==> src/rtl/data_write_fifo.sv <==
// -----------------------------------------------------------------------------
// data_write_fifo
//
// Store buffer between commit and the data-memory write port. Committed stores
// are queued in order and presented one at a time to memory as a word-aligned
// write with byte-lane strobes. Loads from execute can snoop the buffer to see
// whether any pending store touches the same 32-bit word. The first write fault
// is held in a sticky flag together with the faulting store's byte address.
//
// Ports
//   clk                 rising-edge clock
//   reset               synchronous, active-low reset
//   datafifo_addr_in    store byte address from commit
//   datafifo_val_in     store value, right-justified
//   datafifo_size_in    0=byte, 1=half, 2/3=word
//   datafifo_valid_in   push request
//   datafifo_full       no free entry
//   mem_wr_addr         head address, word aligned
//   mem_wr_data         head value shifted into its byte lanes
//   mem_wr_strb         head byte-lane enables
//   mem_wr_valid        head entry present
//   mem_wr_ready        memory accepts the head entry
//   mem_wr_fault        access fault, meaningful only on an accept
//   snoop_addr          load address to compare against pending stores
//   snoop_hit           a pending store covers the same word
//   empty               no pending entries
//   fault_valid         sticky write-fault flag
//   fault_addr          byte address of the recorded faulting store
//   fault_clear         clears fault_valid
// -----------------------------------------------------------------------------
module data_write_fifo #(
    parameter int DEPTH = 4
) (
    input  logic        clk,
    input  logic        reset,
    input  logic [31:0] datafifo_addr_in,
    input  logic [31:0] datafifo_val_in,
    input  logic [1:0]  datafifo_size_in,
    input  logic        datafifo_valid_in,
    output logic        datafifo_full,
    output logic [31:0] mem_wr_addr,
    output logic [31:0] mem_wr_data,
    output logic [3:0]  mem_wr_strb,
    output logic        mem_wr_valid,
    input  logic        mem_wr_ready,
    input  logic        mem_wr_fault,
    input  logic [31:0] snoop_addr,
    output logic        snoop_hit,
    output logic        empty,
    output logic        fault_valid,
    output logic [31:0] fault_addr,
    input  logic        fault_clear
);

    localparam int AW = (DEPTH > 1) ? $clog2(DEPTH) : 1;
    localparam int CW = AW + 1;
    localparam logic [CW-1:0] FULL_COUNT = CW'(DEPTH);

    logic [31:0]   addr_mem [DEPTH];
    logic [31:0]   val_mem  [DEPTH];
    logic [1:0]    size_mem [DEPTH];

    logic [AW-1:0] rd_ptr;
    logic [AW-1:0] wr_ptr;
    logic [CW-1:0] count;

    logic          push;
    logic          pop;
    logic          fault_evt;

    logic [31:0]   head_addr;
    logic [31:0]   head_val;
    logic [1:0]    head_size;
    logic [1:0]    byte_off;
    logic [AW-1:0] slot;

    assign datafifo_full = (count == FULL_COUNT);
    assign empty         = (count == '0);
    assign mem_wr_valid  = !empty;

    // A push while full is dropped even if the head pops in the same cycle.
    assign push      = datafifo_valid_in && !datafifo_full;
    assign pop       = mem_wr_valid && mem_wr_ready;
    assign fault_evt = pop && mem_wr_fault;

    // NOTE: the entry storage has no reset; validity comes from count and the
    //       pointers, so clearing the array would only cost logic.
    always_ff @(posedge clk) begin
        if (reset && push) begin
            addr_mem[wr_ptr] <= datafifo_addr_in;
            val_mem[wr_ptr]  <= datafifo_val_in;
            size_mem[wr_ptr] <= datafifo_size_in;
        end
    end

    // NOTE: all state here uses non-blocking assignments so every register
    //       samples the pre-edge values of its neighbours.
    always_ff @(posedge clk) begin
        if (!reset) begin
            rd_ptr      <= '0;
            wr_ptr      <= '0;
            count       <= '0;
            fault_valid <= 1'b0;
            fault_addr  <= '0;
        end else begin
            if (push) wr_ptr <= wr_ptr + AW'(1);
            if (pop)  rd_ptr <= rd_ptr + AW'(1);

            case ({push, pop})
                2'b10:   count <= count + CW'(1);
                2'b01:   count <= count - CW'(1);
                default: ;
            endcase

            // A new fault wins over fault_clear; a fault while the flag is
            // already held leaves the first address in place.
            if (fault_evt && (!fault_valid || fault_clear)) begin
                fault_valid <= 1'b1;
                fault_addr  <= head_addr;
            end else if (fault_clear) begin
                fault_valid <= 1'b0;
            end
        end
    end

    assign head_addr = addr_mem[rd_ptr];
    assign head_val  = val_mem[rd_ptr];
    assign head_size = size_mem[rd_ptr];
    assign byte_off  = head_addr[1:0];

    assign mem_wr_addr = {head_addr[31:2], 2'b00};
    assign mem_wr_data = head_val << {byte_off, 3'b000};

    // NOTE: every always_comb output gets a default first so no path can
    //       leave it unassigned and infer a latch.
    always_comb begin
        mem_wr_strb = 4'b1111;
        case (head_size)
            2'd0:    mem_wr_strb = 4'b0001 << byte_off;
            2'd1:    mem_wr_strb = 4'b0011 << byte_off;
            default: mem_wr_strb = 4'b1111;
        endcase
    end

    // Only the count entries starting at rd_ptr are live; a store being
    // pushed this cycle is not yet in the array and so cannot hit.
    always_comb begin
        snoop_hit = 1'b0;
        slot      = rd_ptr;
        for (int i = 0; i < DEPTH; i++) begin
            slot = rd_ptr + AW'(i);
            if ((CW'(i) < count) && (addr_mem[slot][31:2] == snoop_addr[31:2])) begin
                snoop_hit = 1'b1;
            end
        end
    end

endmodule

==> config.mk <==
export PLATFORM = sky130hd
export DESIGN_NAME = data_write_fifo
export DESIGN_NICKNAME = d
export VERILOG_FILES = /design/src/rtl/data_write_fifo.sv
export SDC_FILE = /design/constraint.sdc
export NUM_CORES = 1
export LEC_CHECK = 0
export CAP_MARGIN = 20
export CORE_ASPECT_RATIO = 0.6
export CORE_MARGIN = 2
export CORE_UTILIZATION = 50
export DETAILED_ROUTE_END_ITERATION = 7
export PLACE_DENSITY = 0.82
export SYNTH_ARGS = -nofsm -noshare
export SYNTH_HDL_FRONTEND = slang
export SYNTH_SLANG_ARGS = --single-unit
==> constraint.sdc <==
create_clock -name clk -period 3.6 [get_ports clk]
set_input_delay 0.36 -clock clk [delete_from_list [all_inputs] [get_ports clk]]
set_output_delay 0.36 -clock clk [all_outputs]
set_load 0.005 [all_outputs]
# Word-level counts from Yosys, hierarchy flattened

Memory sizes are Yosys's and may differ from the RTL's. A register that Yosys moved wholly into a read port is not among the register bits.
Index checks and enable logic that the tools add are counted.
Widths: inputs -> output; s select.

Register bits after elaboration: 40
RAM bits: 264
Memories kept: 3

Memory list:

| name     | depth | bits a word | rd ports | clocked after Yosys merged registers in | wr ports | RTL line | RTL |
|---|---|---|---|---|---|---|---|
| addr_mem | 4     | 32          | 4        | 1                                       | 1        | 59       | `logic [31:0] addr_mem [DEPTH];` |
| val_mem  | 4     | 32          | 1        | 1                                       | 1        | 60       | `logic [31:0] val_mem [DEPTH];` |
| size_mem | 4     | 2           | 1        | 1                                       | 1        | 61       | `logic [1:0] size_mem [DEPTH];` |

Add/sub/neg operators: 6
$lt $le $gt $ge: 4
Eq/ne operators: 8
Shifts and indexed selects: 3
Mux-type cells: 16
Reductions and logical operators: 17

Operator list:

| cell                | count |
|---|---|
| $eq 30x30->1        | 4 |
| $shl 32x5->32       | 1 |
| $mux 2              | 6 |
| $logic_and 1x1->1   | 9 |
| $mux 1              | 8 |
| $pmux 4 s2          | 1 |
| $lt 1x3->1 const A  | 2 |
| $lt 2x3->1 const A  | 2 |
| $pmux 3 s2          | 1 |
| $add 2x1->2 const B | 2 |
| $add 2x2->2 const B | 2 |
| $eq 2x1->1 const B  | 2 |
| $reduce_bool 2->1   | 2 |
| $shl 1x2->4 const A | 1 |
| $shl 2x2->4 const A | 1 |
| $add 3x1->3 const B | 1 |
| $eq 3x3->1 const B  | 1 |
| $logic_not 1->1     | 3 |
| $logic_not 3->1     | 1 |
| $sub 3x1->3 const B | 1 |
| $eq 2x2->1 const B  | 1 |
| $logic_not 2->1     | 1 |
| $logic_or 1x1->1    | 1 |

# Depth between registers and ports, before layout

An unclocked memory read counts as a cell.

Depth after elaboration: 7
Mapped depth: 11

# Worst setup path after synthesis

No wires, ideal clock.

Path kind: register -> register
Start point: reg count[0]
End point: mem addr_mem[0][0], enable pin
Library setup time: 0.431 ns
Data arrival time: 2.805 ns
Required time: 3.169 ns
Setup slack: 0.363 ns
Stages on the path, launching flop included: 7
Path buffers: 1
Period minus slack after synthesis: 3.237 ns
Path through: dfxtp_1 > inv_1 > ha_1 > and2_1 > nor2b_1 > clkbuf_1 > and3_1

Word-level cells in the longest chain between the ends: 6

Ends and longest elaborated chain:

| element                      | RTL line | RTL |
|---|---|---|
| start: declaration           | 65       | `logic [CW-1:0] count;` |
| start signal: assignment     | 110      | `2'b10: count <= count + CW'(1);` |
| start signal: assignment     | 111      | `2'b01: count <= count - CW'(1);` |
| $eq 3x3->1                   | 77       | `assign datafifo_full = (count == FULL_COUNT);` |
| net datafifo_full            | 40       | `output logic datafifo_full,` |
| $logic_not 1->1              | 82       | `assign push = datafifo_valid_in && !datafifo_full;` |
| $logic_and 1x1->1            | 82       |  |
| $logic_and 1x1->1            | 89       | `if (reset && push) begin` |
| $mux 1                       | 89       |  |
| $mux 1 (not written as such) | 90       | `addr_mem[wr_ptr] <= datafifo_addr_in;` |
| end: declaration             | 59       |  |

The timed path passes the listed nets, and every way through them passes these cells.

# Worst setup path in the final report

Start point: reg rd_ptr[0]
End point: out snoop_hit

Word-level cells in the longest chain between the ends: 7
Elaborated cells between the ends (all ways): 13

Ends and longest elaborated chain:

| element                  | RTL line | RTL |
|---|---|---|
| start: declaration       | 63       | `logic [AW-1:0] rd_ptr;` |
| start signal: assignment | 107      | `if (pop) rd_ptr <= rd_ptr + AW'(1);` |
| $add 2x1->2              | 151      | `slot = rd_ptr + AW'(i);` |
| $mem_v2 4x32 (*)         | -        |  |
| $eq 30x30->1             | 152      | `if ((CW'(i) < count) && (addr_mem[slot][31:2] == snoop_addr[31:2])) begin` |
| $logic_and 1x1->1        | 152      |  |
| $mux 1 (2 in a row)      | 152      |  |
| $mux 1 (*)               | 152      |  |
| end: declaration         | 48       | `output logic snoop_hit,` |

Mark *: on every way between the ends. The rest lies on a longest branch, timed or not.

==> load_flow_metrics.sql <==
INSERT INTO impl_metrics (metric_group, metric, value, unit) VALUES
('status', 'outcome', 'complete, no violations', ''),
('floorplan', 'fp-row-count', '50', ''),
('floorplan', 'die_width', '234', 'microns'),
('sta', 'timing.final.hold_violations', '0', ''),
('sta', 'slew_viol_final', '0', ''),
('hold_path', 'hold_path_class', 'primary input to flip-flop', ''),
('cells_and_area', 'multi_input_area', '6680', 'sq um'),
('cells_and_area', 'final_area', '20600', 'sq um'),
('logic_synthesis', 'synth_edf_count', '264', ''),
('cells_and_area', 'layout.nets', '1513', ''),
('sta', 'fin_crit_sh', '100', '%'),
('critical_path', 'critical_path.startpoint_type', 'flip-flop', ''),
('pwr', 'total_power', '13.7', 'mW'),
('cells_and_area', 'drive_above_1_share', '25.6', '%'),
('logic_synthesis', 'yosysSeqAreaShare', '55.3', '%'),
('critical_path', 'timing.setup.critical_path_class', 'flip-flop to primary output', ''),
('hold_path', 'hold-path-cell-count', '3', ''),
('logic_synthesis', 'synth_most_common_cell', 'edfxtp_1', ''),
('global_route', 'grt.total_usage', '29.2', '%'),
('cts', 'clkTransAtPathRegs', '0.07', 'ns'),
('global_route', 'via_count_of_the_first_global_routing_pass', '10700', ''),
('critical_path', 'r2r-start', 'count[0]', ''),
('sta', 'max_freq', '278', 'MHz'),
('sta', 'clock-skew-final', '0.0105', 'ns'),
('cts', 'cts_sinks', '306', ''),
('global_route', 'grt_first_pass_wirelength', '70000', 'microns'),
('hold_path', 'min_from', 'mem_wr_fault', ''),
('logic_synthesis', 'netlist-cell-type-count', '52', ''),
('logic_synthesis', 'synthArstFlopShare', '0', '%'),
('logic_synthesis', 'synth_area', '15900', 'sq um'),
('pwr', 'static-leakage-power', '6.81', 'nW'),
('cts', 'clk_root_buffer_cell', 'clkbuf_16', ''),
('sta', 'finalHoldWorstSlack', '0.431', 'ns'),
('critical_path', 'worst_setup_path_startpoint', 'rd_ptr[0]', ''),
('sta', 'grt_setup_unrepaired', 'yes', ''),
('logic_synthesis', 'syn_area_per_cell', '14.2', 'sq um'),
('routing', 'remaining_drc_errors', '0', ''),
('floorplan', 'io_pins', '209', ''),
('routing', 'ant_nets', '0', ''),
('routing', 'routed_wire_length_per_instance', '26.8', 'microns'),
('routing', 'vias', '11300', ''),
('logic_synthesis', 'ys.warnings.count', '0', ''),
('sta', 'worst_slew_margin_rel', '50.0', '%'),
('logic_synthesis', 'ys_top_cells_by_count', 'edfxtp_1 (264), mux2i_1 (103), mux4_2 (99), nand2_1 (89), xnor2_1 (59)', ''),
('placed_design', 'finalWeightedCongestion', '0.996', ''),
('global_route', 'globalRouteOverflowTotal', '0', ''),
('placed_design', 'portBuffers', '204', ''),
('cells_and_area', 'num-fill-cells', '2206', ''),
('critical_path', 'critical_path_at', '3.24', 'ns'),
('logic_synthesis', 'synth.largest_area_cell', 'edfxtp_1', ''),
('floorplan', 'dieArea', '33200', 'sq um'),
('pwr', 'power_density', '666', 'nW/um^2'),
('global_route', 'grt_start_max_net_pins', '67', ''),
('logic_synthesis', 'ys_ff_latch', '306', ''),
('cts', 'insertion_delay', '0.56', 'ns'),
('placed_design', 'estimated_wirelength_of_the_detail_placed_design', '35900', 'microns'),
('critical_path', 'timing.critical_path.fanout_max', '7', ''),
('placed_design', 'placed_cell_area', '18800', 'sq um'),
('global_route', 'number_of_antenna_violations_at_the_first_check_in_global_routing', '7', ''),
('routing', 'wl', '49400', 'microns'),
('cts', 'cts-hold-fix-buffers', '0', ''),
('sta', 'tightestPinTransition', '0.748', 'ns'),
('logic_synthesis', 'synthCells', '1115', ''),
('logic_synthesis', 'yosys.area.top_type_share', '50.0', '%'),
('floorplan', 'die_h', '142', 'microns'),
('critical_path', 'r2r.worst_path.cells', '6', ''),
('cts', 'htree_levels', '1', ''),
('logic_synthesis', 'yosys_most_used_dff', 'edfxtp_1', ''),
('sta', 'setup_viol', '0', ''),
('sta', 'finalWorstPathRequiredPeriod', '3.60', 'ns'),
('cells_and_area', 'areaGrowthSynthToFinish', '30.0', '%');
==> kinds of logic (layout without fill, tap and decap cells) <==
group                      count (synthesis)  after routing  synth area share [%]
AOI/OAI and AO/OA                        151            151                  6.45
muxes                                    215            215                  21.5
buffers and inverters                    130            436                  4.41
DFF                                      306            306                  55.3
other                                      1              5                0.0236
adders and majority gates                  9              9                 0.710
and+or+nand+nor                          207            207                  6.34
xor gates and xnor gates                  96             96                  5.30
==> metrics by stage <==
| stage | cells | setup TNS [ns] | utilization, % | worst slack, ns |
|---|---|---|---|---|
| global route | 1840 | -0.0766 | 66.0 | -0.0766 |
| global placement | 1738 | 0 | 60.4 | 0.0273 |
| CTS | 1806 | -0.0346 | 64.4 | -0.0346 |
| floorplan | 1116 | 0 | - | 0.363 |
| detailed placement | 1738 | 0 | 60.4 | 0.0121 |
| finish | 1841 | 0 | 66.0 | 0.00127 |
==> flip-flops by register name, indices dropped and copies added (netlist names), named ones only <==
register / count
addr_mem: 128
val_mem: 128
fault_addr: 32
size_mem: 8
count: 3
rd_ptr: 2
wr_ptr: 2
fault_valid: 1
==> path summary, 6_finish.rpt <==
check | endpoint | slack, ns
setup / recovery | snoop_hit | 0.001
hold reg to reg | fault_addr[8] | 0.46
hold / removal | fault_valid | 0.43
setup reg to reg | addr_mem[3][0] | 0.92
==> routing by layer <==
| layer | share of wire [%] | wire [microns] | global-route usage [%] |
|---|---|---|---|
| met5 | 0.055 | 27 | 0 |
| met4 | 1.4 | 694 | 4.56 |
| met3 | 14 | 6860 | 8.63 |
| met2 | 40 | 19900 | 38.6 |
| met1 | 44 | 22000 | 47.9 |
==> final cells by class <==
cell class / instances / area share [%]
Multi-Input combinational cell: 680 / 32.4
Tap cell: 416 / 2.53
Sequential cell: 306 / 42.6
Inverter: 14 / 0.255
Timing Repair Buffer: 369 / 17.8
Clock inverter: 18 / 0.771
Antenna cell: 3 / 0.0364
Clock buffer: 35 / 3.63
==> what timing repair did <==
action,in CTS,in global routing
setup endpoints to repair,32,15
setup buffers,15,31
resized for setup,37,43
cloned,0,2
hold endpoints to repair,0,0
pin swaps,9,16
==> worst max-delay path: stages, from the launching register on <==
cell	delay (ns)
dfxtp_4	0.40
buf_12	0.18
mux2i_2	0.28
buf_4	0.18
nor2_1	0.09
o21ai_1	0.14
nand4b_1	0.24
or4_1	0.50
nor4_2	0.33
a311o_1	0.19
buf_2	0.13
==> report_power, final <==
group / internal, mW / switching, mW
registers: 4.09 / 0.166
clock network: 1.69 / 1.30
logic: 3.41 / 3.06
==> cells in the final DEF (no fill, tap or decap), types with 32 or more instances in the layout <==
master           count
mux4_2              99
nand2_1             89
xnor2_1             50
a21boi_0            32
clkdlybuf4s50_1    203
dfxtp_1             38
buf_4              131
edfxtp_1           264
mux2i_1             88
xor2_1              35
Note: power is estimated with default switching activity, not from simulation.
